==> src/rtl/multicycle_ctrl.sv <==
// Multicycle sequencing controller for an RV32I datapath: decides when IR, PC,
// register file and data memory are written, and handles memory handshakes and traps.
module multicycle_ctrl #(
  parameter int TIMEOUT = 16,
  parameter int CNT_W   = 32
) (
  input  logic             clk,
  input  logic             rst_n,
  input  logic             Run,
  input  logic [6:0]       Opcode,
  output logic             IMReq,
  input  logic             IMAck,
  output logic             IRWr,
  output logic             DMReq,
  output logic             DMWrEn,
  input  logic             DMAck,
  output logic             RUWrEn,
  output logic             PCWr,
  output logic             Retire,
  output logic [CNT_W-1:0] InstRet,
  output logic             Halt,
  output logic             IllegalOp,
  output logic             BusErr,
  output logic [2:0]       State
);

  typedef enum logic [2:0] {
    S_IDLE   = 3'd0,
    S_FETCH  = 3'd1,
    S_DECODE = 3'd2,
    S_EXEC   = 3'd3,
    S_MEM    = 3'd4,
    S_WB     = 3'd5,
    S_TRAP   = 3'd7
  } state_t;

  // The wait counter only has to reach TIMEOUT-1 before the trap fires.
  localparam int WAIT_W = (TIMEOUT > 1) ? $clog2(TIMEOUT) : 1;
  localparam logic [WAIT_W-1:0] WAIT_LAST = WAIT_W'(TIMEOUT - 1);

  state_t            state_q, state_d;
  logic [WAIT_W-1:0] wait_cnt;
  logic              is_load, is_store, is_branch, is_legal;
  logic              timeout_hit;
  logic              set_illegal, set_bus_err;

  always_comb begin
    is_load   = (Opcode == 7'b0000011);
    is_store  = (Opcode == 7'b0100011);
    is_branch = (Opcode == 7'b1100011);
    case (Opcode)
      7'b0110011, 7'b0010011, 7'b1100011, 7'b0100011, 7'b0000011,
      7'b1100111, 7'b1101111, 7'b0110111, 7'b0010111: is_legal = 1'b1;
      default:                                         is_legal = 1'b0;
    endcase
  end

  assign timeout_hit = (TIMEOUT != 0) && (wait_cnt == WAIT_LAST);

  always_comb begin
    state_d     = state_q;
    IMReq       = 1'b0;
    IRWr        = 1'b0;
    DMReq       = 1'b0;
    DMWrEn      = 1'b0;
    RUWrEn      = 1'b0;
    PCWr        = 1'b0;
    Retire      = 1'b0;
    Halt        = 1'b0;
    set_illegal = 1'b0;
    set_bus_err = 1'b0;
    case (state_q)
      S_IDLE: if (Run) state_d = S_FETCH;
      S_FETCH: begin
        IMReq = 1'b1;
        // An ack in the timeout cycle still wins over the trap.
        if (IMAck) begin
          IRWr    = 1'b1;
          state_d = S_DECODE;
        end else if (timeout_hit) begin
          set_bus_err = 1'b1;
          state_d     = S_TRAP;
        end
      end
      S_DECODE: begin
        if (is_legal) state_d = S_EXEC;
        else begin
          set_illegal = 1'b1;
          state_d     = S_TRAP;
        end
      end
      S_EXEC: begin
        if (is_load || is_store) state_d = S_MEM;
        else if (is_branch) begin
          PCWr    = 1'b1;
          Retire  = 1'b1;
          state_d = Run ? S_FETCH : S_IDLE;
        end else state_d = S_WB;
      end
      S_MEM: begin
        DMReq  = 1'b1;
        DMWrEn = is_store;
        if (DMAck) begin
          if (is_store) begin
            PCWr    = 1'b1;
            Retire  = 1'b1;
            state_d = Run ? S_FETCH : S_IDLE;
          end else state_d = S_WB;
        end else if (timeout_hit) begin
          set_bus_err = 1'b1;
          state_d     = S_TRAP;
        end
      end
      S_WB: begin
        RUWrEn  = 1'b1;
        PCWr    = 1'b1;
        Retire  = 1'b1;
        state_d = Run ? S_FETCH : S_IDLE;
      end
      S_TRAP:  Halt = 1'b1;
      default: state_d = S_IDLE;
    endcase
  end

  // Any state change clears the wait counter, so it restarts on every FETCH/MEM entry.
  always_ff @(posedge clk or negedge rst_n) begin
    if (!rst_n) begin
      state_q   <= S_IDLE;
      wait_cnt  <= '0;
      InstRet   <= '0;
      IllegalOp <= 1'b0;
      BusErr    <= 1'b0;
    end else begin
      state_q  <= state_d;
      wait_cnt <= (state_d != state_q) ? '0 : wait_cnt + WAIT_W'(1);
      if (Retire)      InstRet   <= InstRet + CNT_W'(1);
      if (set_illegal) IllegalOp <= 1'b1;
      if (set_bus_err) BusErr    <= 1'b1;
    end
  end

  assign State = state_q;

endmodule

==> config.mk <==
export PLATFORM = sky130hd
export DESIGN_NAME = multicycle_ctrl
export DESIGN_NICKNAME = d
export VERILOG_FILES = /design/src/rtl/multicycle_ctrl.sv
export SDC_FILE = /design/constraint.sdc
export NUM_CORES = 1
export LEC_CHECK = 0
export ABC_AREA = 1
export BUFFER_PORTS_ARGS = -buffer_cell sky130_fd_sc_hd__buf_2
export CORE_UTILIZATION = 50
export CTS_BUF_LIST = sky130_fd_sc_hd__clkbuf_8
export CTS_CLUSTER_DIAMETER = 150
export DETAILED_ROUTE_END_ITERATION = 6
export PLACE_DENSITY = 0.75
export SLEW_MARGIN = 25
export SYNTH_ARGS = -nofsm -noshare
export SYNTH_HDL_FRONTEND = slang
export SYNTH_SLANG_ARGS = --single-unit
==> constraint.sdc <==
create_clock -name clk -period 3.68 [get_ports clk]
set_clock_uncertainty 0.1 [all_clocks]
set_input_delay 0.552 -clock clk [delete_from_list [all_inputs] [get_ports clk]]
set_output_delay 0.552 -clock clk [all_outputs]
set_load 0.02 [all_outputs]
* Word-level counts from Yosys, hierarchy flattened *
Index checks and enable logic that the tools add are counted.

operators by class
  bitwise gates (word level) = 0
  add/subtract/negate cells = 2
  equal/unequal tests = 17
  div/mod/pow operators = 0
  multipliers = 0
  magnitude comparators = 0
  muxes and demuxes = 30
  shift-type cells = 0
  reductions and logical operators = 3

operators by type and width
  operator                                                                number
  32-bit by 1-bit adder with 32-bit output (second input constant)        1
  3-bit 2-to-1 mux                                                        8
  7-bit by 6-bit equality test with 1-bit output (second input constant)  3
  7-bit equality test (second input constant)                             3
  3-bit case mux with 7 select lines                                      1
  1-bit 2-to-1 mux                                                        18
  7-bit by 5-bit equality test with 1-bit output (second input constant)  2
  3-bit equality test (second input constant)                             3
  9-bit OR reduction                                                      1
  7-bit by 2-bit equality test with 1-bit output (second input constant)  1
  3-bit by 2-bit equality test with 1-bit output (second input constant)  2
  4-bit by 1-bit adder with 4-bit output (second input constant)          1
  4-bit equality test (second input constant)                             1
  4-bit 2-to-1 mux                                                        1
  3-bit by 1-bit equality test with 1-bit output (second input constant)  1
  3-bit zero test                                                         1
  3-bit != test                                                           1
  1-bit case mux with 3 select lines                                      1
  1-bit case mux with 2 select lines                                      1
  1-bit logical OR                                                        1

word-level totals
  bits in read-only memories = 0
  memories kept = 0
  logic and storage cells = 57
  output and inout port bits = 45
  bits in registers = 41
  memory bits (writable) = 0
  bits in latches = 0
  input port bits = 12

* Logic depth before layout (Yosys ltp) *
  depth in word-level cells = 7
  depth in mapped cells = 11
  depth with buffers taken out = 11

* Worst setup path after synthesis *
No wires, ideal clock.

  path type = register to output
  start point = register state_q[2] (netlist: State[2])
  end point = output Retire
  data required time = 3028 ps
  path slack = 1392 ps
  path buffers = 3
  arrival = 1636 ps
  cell stages (with the launch flop) = 8
  cells stage by stage = dfrtp_1 inv_2 nor3_2 inv_1 nand3_2 buf_6 buf_6 buf_4

on the way
  longest elaborated chain between the ends = 2
  elaborated cells between the ends (all ways) = 4
  classes of those cells = eq/ne: 3; mux: 1

ends and longest elaborated chain
  what                                                                                   line  text
  from (decl)                                                                            41    state_t state_q, state_d;
  from (signal assigned)                                                                 134   state_q <= state_d;
  3-bit equality test or 3-bit by 2-bit equality test with 1-bit output (tied branches)  -
  1-bit case mux with 3 select lines *                                                   -
  to (decl)                                                                              19    output logic Retire,

Every way passes the cells marked *; elsewhere a longest branch is shown, timed or not.

* Worst setup path in the final report *
  start point = register state_q[0] (netlist: State[0])
  end point = output Retire

on the way
  longest elaborated chain between the ends = 2
  elaborated cells between the ends (all ways) = 4
  classes of those cells = eq/ne: 3; mux: 1

ends and longest elaborated chain
  what                                                                                   line  text
  3-bit equality test or 3-bit by 2-bit equality test with 1-bit output (tied branches)  72    case (state_q)
  1-bit case mux with 3 select lines *                                                   72

Marked as above.

==> reports/results.ini <==
[power_and_ir_drop]
switching_share_pct = 43.15
seqPwrFrac_pct = 39.9
p_per_area_nw_per_um2 = 509.6
pwr-share-comb_pct = 40.6
leakagePower_nw = 1.543
p_sw_w = 0.0006416
p_int_w = 0.0008452
clkPwrFrac_pct = 19.6
irDropWorstVdd_uv = 464.5

[timing]
drv_slew = 0
setup_ws_ns = 1.175
hold_violations = 0
fin_crit_sh_pct = 68.06
slew_headroom_pct = 66.17
period_minus_slack_ns = 2.505
tightestPinTransition_ns = 0.5074
rsz0062_at_grt = false
finalSetupViolations = 0
fin_tns_setup_ns = 0
fmax_mhz = 399.2

[global_routing]
grt_max_degree = 42
grt_pass1_wl_mm = 9.252
grt_antenna_before_repair = 0
grt_overflow_total = 0
grt_usage_pct = 22.65
grt_pass1_vias = 2083

[worst_hold_path]
hp-class = in2async

[cells_and_area]
nets = 400
nFillCells = 449
multi_input_area_um2 = 1281
diodes = 0
syn2layout_area_growth_pct = 17.07
seqCellArea_um2 = 1026
drive_gt1_share_pct = 21.50

[synth]
synthCells = 326
synth.distinct_cells = 29
seq_area_frac_synth_pct = 41.16
syn_area_per_cell_um2 = 7.645
synth.area.top_cells = dfrtp_1 41%, nand2_1 13%, xor2_1 6.3%
synth-edff-count = 0
post-synth-top-count-cell = nand2_1
ys_seq_elements = 41
yosys_warnings = 0
syn_area_um2 = 2492
ys.flop_type = dfrtp_1
synth_commonest_cells = 85 x nand2_1, 41 x dfrtp_1, 40 x nor2_1
yosysTopAreaCell = dfrtp_1
synth-async-reset-ratio_pct = 100.0
yosys.area.top_type_share_pct = 41.16
synth_nets = 340

[floorplan]
num_rows = 25
die_w_um = 72.60
boundaryPins = 57
initial_core_util_pct = 52.42
die_height_um = 72.60
die_area_um2 = 5271
core_um2 = 4755

[critical_path]
reg2regPathDepth = 9
cp_max_fo = 19
critPathKind = reg2out
critPathMaxStageDelay_ns = 0.45
crit_top_cell = nand3_2
worstSetupEndpointType = output port
crit_path_cell_trace = inv_1 -> nand3_2 -> inv_2 -> nand3_1 -> nand3_2 -> buf_2
worstReg2RegEnd = InstRet[22]
critPathLaunch = State[0]
required_ns = 3.03
arrival_ns = 1.85
cpMaxStageDelayCell = dfrtp_1
reg2reg_from = State[0]
r2r_slack_ns = 1.57
cp-start-kind = register

[clock_network]
holdBufCountCts = 0
cts_tree = yes
h-tree-depth = 2
cts_buffer_depth = 2
cts_inserted_buffers = 5
ctsResizeCount = 0
cts_root_buffer = clkbuf_8
cts.sink_count = 41
postCtsSetupBuffers = 0
clk_pin_slew_ns = 0.07
clk_latency_ns = 0.29

[placement]
pre_cts_ws_ns = 1.302
io_buffer_count = 56
dp_hpwl_mm = 4.284
globalplace.congestion = 0.9619

[drt]
top_layer = met4
viasPerCell = 5.073
dr_wl_met2_mm = 2.633
wl_met1_mm = 2.361
ant_nets = 0
wl_met3_um = 257
wl_mm = 5.394
dr.pass1.iters = 4
vias = 2298
drc = 0
drtIter0Drc = 151
wl_per_cell_um = 11.91

[status]
status = finished, final reports clean

[flow_run]
cap_violations = 0

[worst max-delay path by stage]
stage	to	slack, ns	depth (start not counted)
after floorplan	Retire	1.39	7
after global placement	PCWr	1.33	7
after detailed placement	Retire	1.30	7
after CTS	Retire	1.18	6
after global routing	Retire	1.01	6
final	Retire	1.18	6
[worst max-delay path, delay by kind of cell, from the launching register on]
family	cells	cell delay, ns
and+or+nand+nor	3	0.59
buffers and inverters	3	0.52
DFF	1	0.45
[flip-flops by register name, indices dropped and copies added, names as in the netlist]
signal     count
InstRet       32
wait_cnt       4
State          3
BusErr         1
IllegalOp      1
[layer usage]
layer  vias up  GRT usage, %
met2        65         37.80
met4         0         9.586
li1       1162             -
met3        13         4.834
met5         -             0
met1      1058         28.51
[through the flow]
step | hold slack (ns) | power (W) | instances | area (um2) | utilization (%)
CTS | 0.3119 | 0.001499 | 453 | 2915 | 61.32
detailed placement | 0.3630 | 0.001204 | 446 | 2829 | 59.50
global route | 0.1759 | 0.001586 | 453 | 2918 | 61.37
floorplan | 0.1564 | 0.001043 | 326 | 2492 | -
finish | 0.1226 | 0.001487 | 453 | 2918 | 61.37
global placement | 0.3481 | 0.001193 | 446 | 2829 | 59.50
[layout make-up]
type / count / share of cell area [%]
timing repair buffer: 57 / 9.949
sequential: 41 / 35.16
multi-input combinational: 241 / 43.91
inverter: 40 / 5.146
clock buffer: 6 / 2.830
tap: 67 / 2.873
clock inverter: 1 / 0.1286
[power groups by stage]
| stage | sequential (W) | clock (W) | combinational [W] |
|---|---|---|---|
| 6_report | 0.000593 | 0.000291 | 0.000603 |
| 5_1_grt | 0.000602 | 0.000314 | 0.000670 |
| 4_1_cts | 0.000591 | 0.000301 | 0.000607 |
| 3_5_place_dp | 0.000599 | 0 | 0.000605 |
| 3_3_place_gp | 0.000597 | 0 | 0.000596 |
| 2_1_floorplan | 0.000653 | 0 | 0.000389 |
[cell families (layout without fill, tap and decap cells)]
family                   Yosys count  count (layout)  synth area share, %
AND/OR/NAND/NOR                  194             194                36.90
flip-flops                        41              41                41.16
adder cells (fa/ha/maj)            2               2                1.004
buffers and inverters             44             104                7.430
XOR/XNOR                          28              28                9.839
AO/OA/AOI/OAI                     17              17                3.664
[cells in the final DEF, fill, tap and decap left out, types with 2 or more instances in the layout]
cell type   n
a21boi_0    2
xnor2_1    10
nand2_1    85
ha_1        2
nor3_1     20
nand2_2     2
inv_1      39
clkbuf_8    6
xor2_1     18
o21ai_0     7
nor2_1     40
nor3_2      2
dfrtp_1    41
nand3_1    19
buf_2      55
nand3_2     5
buf_4       2
o21ai_1     6
inv_2       2
nor2_2      4
nand4_1    11
Note: power is estimated with default switching activity, not from simulation.
